--- config.mk ---
export PLATFORM = sky130hd
export DESIGN_NAME = fn1_sdiv_seq_14s_14s_14
export DESIGN_NICKNAME = d
export VERILOG_FILES = /design/src/rtl/fn1_div_pkg.sv /design/src/rtl/fn1_udiv_step.sv /design/src/rtl/fn1_sdiv_seq_14s_14s_14.sv
export SDC_FILE = /design/constraint.sdc
export NUM_CORES = 1
export LEC_CHECK = 0
export CAP_MARGIN = 40
export CORE_MARGIN = 2
export CORE_UTILIZATION = 54
export CTS_BUF_LIST = sky130_fd_sc_hd__clkbuf_4
export CTS_CLUSTER_DIAMETER = 60
export DETAILED_ROUTE_END_ITERATION = 10
export GPL_ROUTABILITY_DRIVEN = 0
export PLACE_DENSITY = 0.81
export SLEW_MARGIN = 30
export SYNTH_ARGS = -nofsm -noshare
export SYNTH_HDL_FRONTEND = slang
export SYNTH_SLANG_ARGS = --single-unit
--- constraint.sdc ---
create_clock -name clk -period 2.16 [get_ports clk]
set_input_delay 0.324 -clock clk [delete_from_list [all_inputs] [get_ports clk]]
set_output_delay 0.324 -clock clk [all_outputs]
set_load 0.005 [all_outputs]
--- src/rtl/fn1_div_pkg.sv ---
// Shared constants, FSM encoding and helpers for the sequential signed divider.
// Everything width-related is derived from W so the datapath stays consistent.
package fn1_div_pkg;

  localparam int W     = 14;
  localparam int ITERS = 14;
  localparam int CW    = $clog2(ITERS);

  localparam logic [1:0] S_IDLE = 2'd0;
  localparam logic [1:0] S_CALC = 2'd1;
  localparam logic [1:0] S_FIX  = 2'd2;
  localparam logic [1:0] S_DONE = 2'd3;

  typedef struct packed {
    logic [W-1:0] q;
    logic [W-1:0] r;
    logic         dbz;
  } div_res_t;

  // One bit wider than the operand so the most negative value keeps its
  // magnitude (-8192 -> 8192) instead of wrapping back to itself.
  function automatic logic [W:0] mag(input logic [W-1:0] x);
    logic [W:0] sx;
    sx = {x[W-1], x};
    return x[W-1] ? (~sx + 1'b1) : sx;
  endfunction

endpackage

--- src/rtl/fn1_udiv_step.sv ---
// One restoring-division iteration on unsigned magnitudes: shift in the next
// dividend bit, subtract the divisor when it fits, emit one quotient bit.
module fn1_udiv_step
  import fn1_div_pkg::*;
(
  input  logic [W-1:0] r_in,
  input  logic [W-1:0] q_in,
  input  logic [W:0]   d,
  output logic [W-1:0] r_out,
  output logic [W-1:0] q_out
);

  logic [W:0] r_sh;
  logic       ge;

  // q_in doubles as the dividend shift register: its MSB feeds the remainder
  // while the new quotient bit enters at the LSB.
  always_comb begin
    r_sh  = {r_in, q_in[W-1]};
    ge    = (r_sh >= d);
    r_out = ge ? W'(r_sh - d) : W'(r_sh);
    q_out = {q_in[W-2:0], ge};
  end

endmodule

--- src/rtl/fn1_sdiv_seq_14s_14s_14.sv ---
// Sequential signed divider: 14 restoring steps on magnitudes, a sign fix-up
// cycle, then a one-cycle done pulse with quotient, remainder and dbz flag.
module fn1_sdiv_seq_14s_14s_14
  import fn1_div_pkg::*;
#(
  parameter ID         = 32'd1,
  parameter din0_WIDTH = 32'd14,
  parameter din1_WIDTH = 32'd14,
  parameter dout_WIDTH = 32'd14
) (
  input  logic                  clk,
  input  logic                  reset,
  input  logic                  ce,
  input  logic                  start,
  input  logic [din0_WIDTH-1:0] din0,
  input  logic [din1_WIDTH-1:0] din1,
  output logic                  busy,
  output logic                  done,
  output logic [dout_WIDTH-1:0] dout,
  output logic [dout_WIDTH-1:0] rem,
  output logic                  dbz
);

  logic         unused_id;
  assign unused_id = ^ID;

  logic [1:0]    state;
  logic [CW-1:0] cnt;
  logic          s0, s1, dbz_p;
  logic [W-1:0]  n0;
  logic [W-1:0]  quo, par;
  logic [W:0]    dv;
  logic [W-1:0]  q_nx, r_nx;
  div_res_t      res;

  fn1_udiv_step u_step (
    .r_in  (par),
    .q_in  (quo),
    .d     (dv),
    .r_out (r_nx),
    .q_out (q_nx)
  );

  // The done cycle is spent back in IDLE, so a held start is taken on the
  // edge that ends it; busy covers that cycle explicitly.
  assign busy = (state != S_IDLE) | done;

  always_ff @(posedge clk) begin
    if (reset) begin
      state <= S_IDLE;
      cnt   <= '0;
      s0    <= 1'b0;
      s1    <= 1'b0;
      dbz_p <= 1'b0;
      n0    <= '0;
      quo   <= '0;
      par   <= '0;
      dv    <= '0;
      res   <= '0;
      done  <= 1'b0;
      dout  <= '0;
      rem   <= '0;
      dbz   <= 1'b0;
    end else if (ce) begin
      done <= 1'b0;
      case (state)
        S_IDLE: begin
          if (start) begin
            n0    <= din0;
            s0    <= din0[W-1];
            s1    <= din1[W-1];
            quo   <= W'(mag(din0));
            dv    <= mag(din1);
            par   <= '0;
            cnt   <= '0;
            dbz_p <= (din1 == '0);
            state <= S_CALC;
          end
        end
        S_CALC: begin
          quo <= q_nx;
          par <= r_nx;
          cnt <= cnt + 1'b1;
          if (cnt == CW'(ITERS - 1)) state <= S_FIX;
        end
        S_FIX: begin
          // Truncating division: quotient sign is the XOR of operand signs,
          // remainder follows the dividend. Divide-by-zero is pinned explicitly.
          res.q   <= dbz_p ? '1 : ((s0 ^ s1) ? -quo : quo);
          res.r   <= dbz_p ? n0 : (s0 ? -par : par);
          res.dbz <= dbz_p;
          state   <= S_DONE;
        end
        S_DONE: begin
          dout  <= res.q;
          rem   <= res.r;
          dbz   <= res.dbz;
          done  <= 1'b1;
          state <= S_IDLE;
        end
        default: state <= S_IDLE;
      endcase
    end
  end

endmodule

==> results_dict.tcl <==
set metrics [dict create \
    clk_latency_ns 0.58 \
    dpl_cell_area_mm2 0.00816 \
    tightest_slew_ns 0.684 \
    min_period_ns 2.48 \
    antenna_found_initial 0 \
    finalHoldViolCount 0 \
    cts_buffer_depth 2 \
    drt-total-wl_um 22700 \
    cts-root-buf "clkbuf_4" \
    rsz0062_at_grt "yes" \
    dieArea_mm2 0.0133 \
    cp.buffers_inverters 2 \
    drv_cap 0 \
    final_area_mm2 0.00915 \
    ys_seq_area_frac 0.370 \
    hp-class "input pin to flop" \
    rows 40 \
    worst_slack_ns -0.324 \
    cp.depth 10 \
    ys_types 60 \
    hpwl_um 12900 \
    reg2reg_depth 10 \
    crit_type "flop to flop" \
    peakVddDrop_mv 0.334 \
    yosys_most_used_dff "dfxtp_1" \
    status "finished, violations left" \
    routed_via_density 6.08 \
    netlist_top_cells_area "dfxtp_1 (37%), nand2_1 (9.8%), a21oi_1 (6.6%)" \
    final_nets 1091 \
    yosysTopAreaCell "dfxtp_1" \
    crit_path_max_fanout 3 \
    path_cells "inv_2 -> buf_6 -> ha_4 -> fa_2 -> nand2b_4 -> a21oi_4 -> o311a_1 -> mux2i_1 -> and3_4 -> o31ai_2" \
    critPathMaxStageDelay_ns 0.39 \
    cellLeakagePower_uw 0.00357 \
    cp-start-kind "flop" \
    coreArea_mm2 0.0121 \
    grt_pass1_wl_um 31900 \
    powerDensity_mw_per_mm2 689 \
    die_w_um 115 \
    dieHeight_um 115 \
    synth_top_area_frac 0.370 \
    track_usage 0.305 \
    drive_above_1_share 0.251 \
    io_buffers 62 \
    worstPathRequired_ns 2.61 \
    vias 7364 \
    cp_top_family "adder cells" \
    grt_max_degree 42 \
    min_period_over_period 1.15 \
    fmax_mhz 403 \
    hold_buffers 0 \
    dp_cells 1157 \
    relSlewSlack 0.539 \
    violations "setup timing" \
    grt_overflow 0 \
    clock-skew-final_ns 0.0177 \
    fin_cells 1212 \
    yosys_warnings 0 \
    synth_edf_count 0 \
    path_clk_slew_ns 0.12 \
    start_util 0.556 \
    cpMaxStageDelayCell "fa_2" \
    drt_iter0_markers 975 \
    ys_seq_elements 124 \
    avgRoutedWirePerCell_um 18.8 \
    tritoncts.num_buffers 17 \
    synth_nets 931 \
    postSynthCellCount 872 \
    first_global_vias 6499 \
    cp.arrival_ns 2.94 \
    area_delta_synth_final_pct 36.4 \
    cp-end-kind "flop" \
    antenna_cells 0 \
    finalMaxSlewViolations 0 \
    synth_area_mm2 0.00671 \
    drtAntennaViolNets 0 \
    pin_count 63 \
    setup_viol 17 \
    drc_errors 0 \
    async_flop_share 0 \
    cts_tree "built" \
    whs_path_depth 2 \
    cts_sinks 124 \
    syn_avg_cell_area_um2 7.70 \
    htreeDepth 4 \
    final_util 0.759 \
    firstDrtPassIters 7 \
]
[cells in the final DEF, fill, tap and decap left out, types with 5 or more instances in the layout]
master and instances:
xor2_1 34, buf_6 10, nand2b_1 12, clkbuf_4 19
xnor2_1 20, clkdlybuf4s50_1 60, a31oi_1 5, dfxtp_2 22
o211ai_1 9, inv_1 25, buf_4 119, ha_4 14
ha_1 10, o21ai_1 6, nand4_1 7, nor2_1 79
o41ai_2 5, nor3_1 24, a211oi_1 16, o22ai_1 7
or3_1 7, a21oi_2 6, inv_2 10, dfxtp_1 101
nand2_1 172, o21ai_0 37, a21oi_1 80, mux2i_1 20
[power breakdown]
group / switching [uW] / leakage (uW) / internal, uW
combinational: 1150 / 0.00241 / 1020
sequential: 78.9 / 0.00101 / 2370
clock: 969 / 0.000146 / 719
[registers in the layout (all words and copies together) (netlist names)]
register and cells:
dv 15, dbz_p 1, dbz 1, cnt 4
s0 1, s1 1, quo 14, dout 14
rem 14, state 2, par 14, n0 13
done 1, res 29
[layer usage]
metal | vias up | share of wire | wire length [um] | global-route usage
met2 | 560 | 0.45 | 10200 | 0.494
met4 | 0 | 0.071 | 1610 | 0.143
met3 | 161 | 0.092 | 2090 | 0.0816
met1 | 3327 | 0.39 | 8810 | 0.381
li1 | 3316 | - | - | -
met5 | - | 0 | 0 | 0
[synth_stat cells, types with 2 or more instances]
cell type,count
a221oi_1,2
o21ai_0,46
nand4_1,7
and3_1,4
a21oi_1,88
buf_1,2
nor3_1,24
nor2b_1,4
nor2_1,79
o31ai_1,5
a31oi_1,5
a32o_1,3
or3_1,9
nand2_1,176
buf_2,4
a22oi_1,2
mux2i_1,21
or2_2,4
o211ai_1,9
clkbuf_1,44
a21o_1,2
or4_1,2
nand2b_1,15
a21oi_2,2
o21bai_1,4
ha_1,26
nor4_1,5
and2_1,3
xor2_1,35
xnor2_1,20
o2bb2a_1,2
inv_1,35
dfxtp_1,124
o22ai_1,7
o21a_1,2
a211oi_1,16
nand3_1,5
o41ai_1,7
[cell families (layout without fill, tap and decap cells)]
kind of cell | after synthesis | in the layout | share of synthesized area
multiplexers | 23 | 23 | 0.0347
AO/OA/AOI/OAI | 213 | 214 | 0.197
AND/OR/NAND/NOR | 343 | 343 | 0.224
flip-flops | 124 | 124 | 0.370
adder cells (fa/ha/maj) | 27 | 27 | 0.0515
XOR/XNOR | 55 | 55 | 0.0718
buffers and inverters | 87 | 258 | 0.0511
[worst paths after layout]
kind,startpoint,endpoint,slack [ns]
setup / recovery,quo[13],par[10],-0.32
hold / removal,reset,quo[4],0.18
setup reg to reg,quo[13],par[10],-0.32
hold reg to reg,res[4],rem[3],0.46
[what timing repair did]
item | in CTS | in global routing
pin swaps | 17 | 19
endpoints found under the setup margin | 17 | 19
buffers inserted | 11 | 12
gates cloned | 2 | 0
resized for setup | 80 | 45
[area by class of cell]
type / count / area [um^2]
clock inverter: 12 / 140
sequential: 124 / 2510
fill: 790 / 2910
inverter: 35 / 131
multi-input combinational: 662 / 4360
timing repair buffer: 192 / 1660
tap: 168 / 210
clock buffer: 19 / 143
[per-stage QoR]
stage	setup TNS, ns	total power [uW]	hold WS (ns)	setup WS [ns]
2_1_floorplan	0	3430	0.428	0.0124
3_3_place_gp	-3.91	3930	0.440	-0.299
3_5_place_dp	-3.40	3980	0.447	-0.288
4_1_cts	-0.341	5900	0.141	-0.0669
5_1_grt	-3.84	6520	0.158	-0.320
6_report	-2.92	6310	0.177	-0.324
Power figures use the tool's default switching activity.
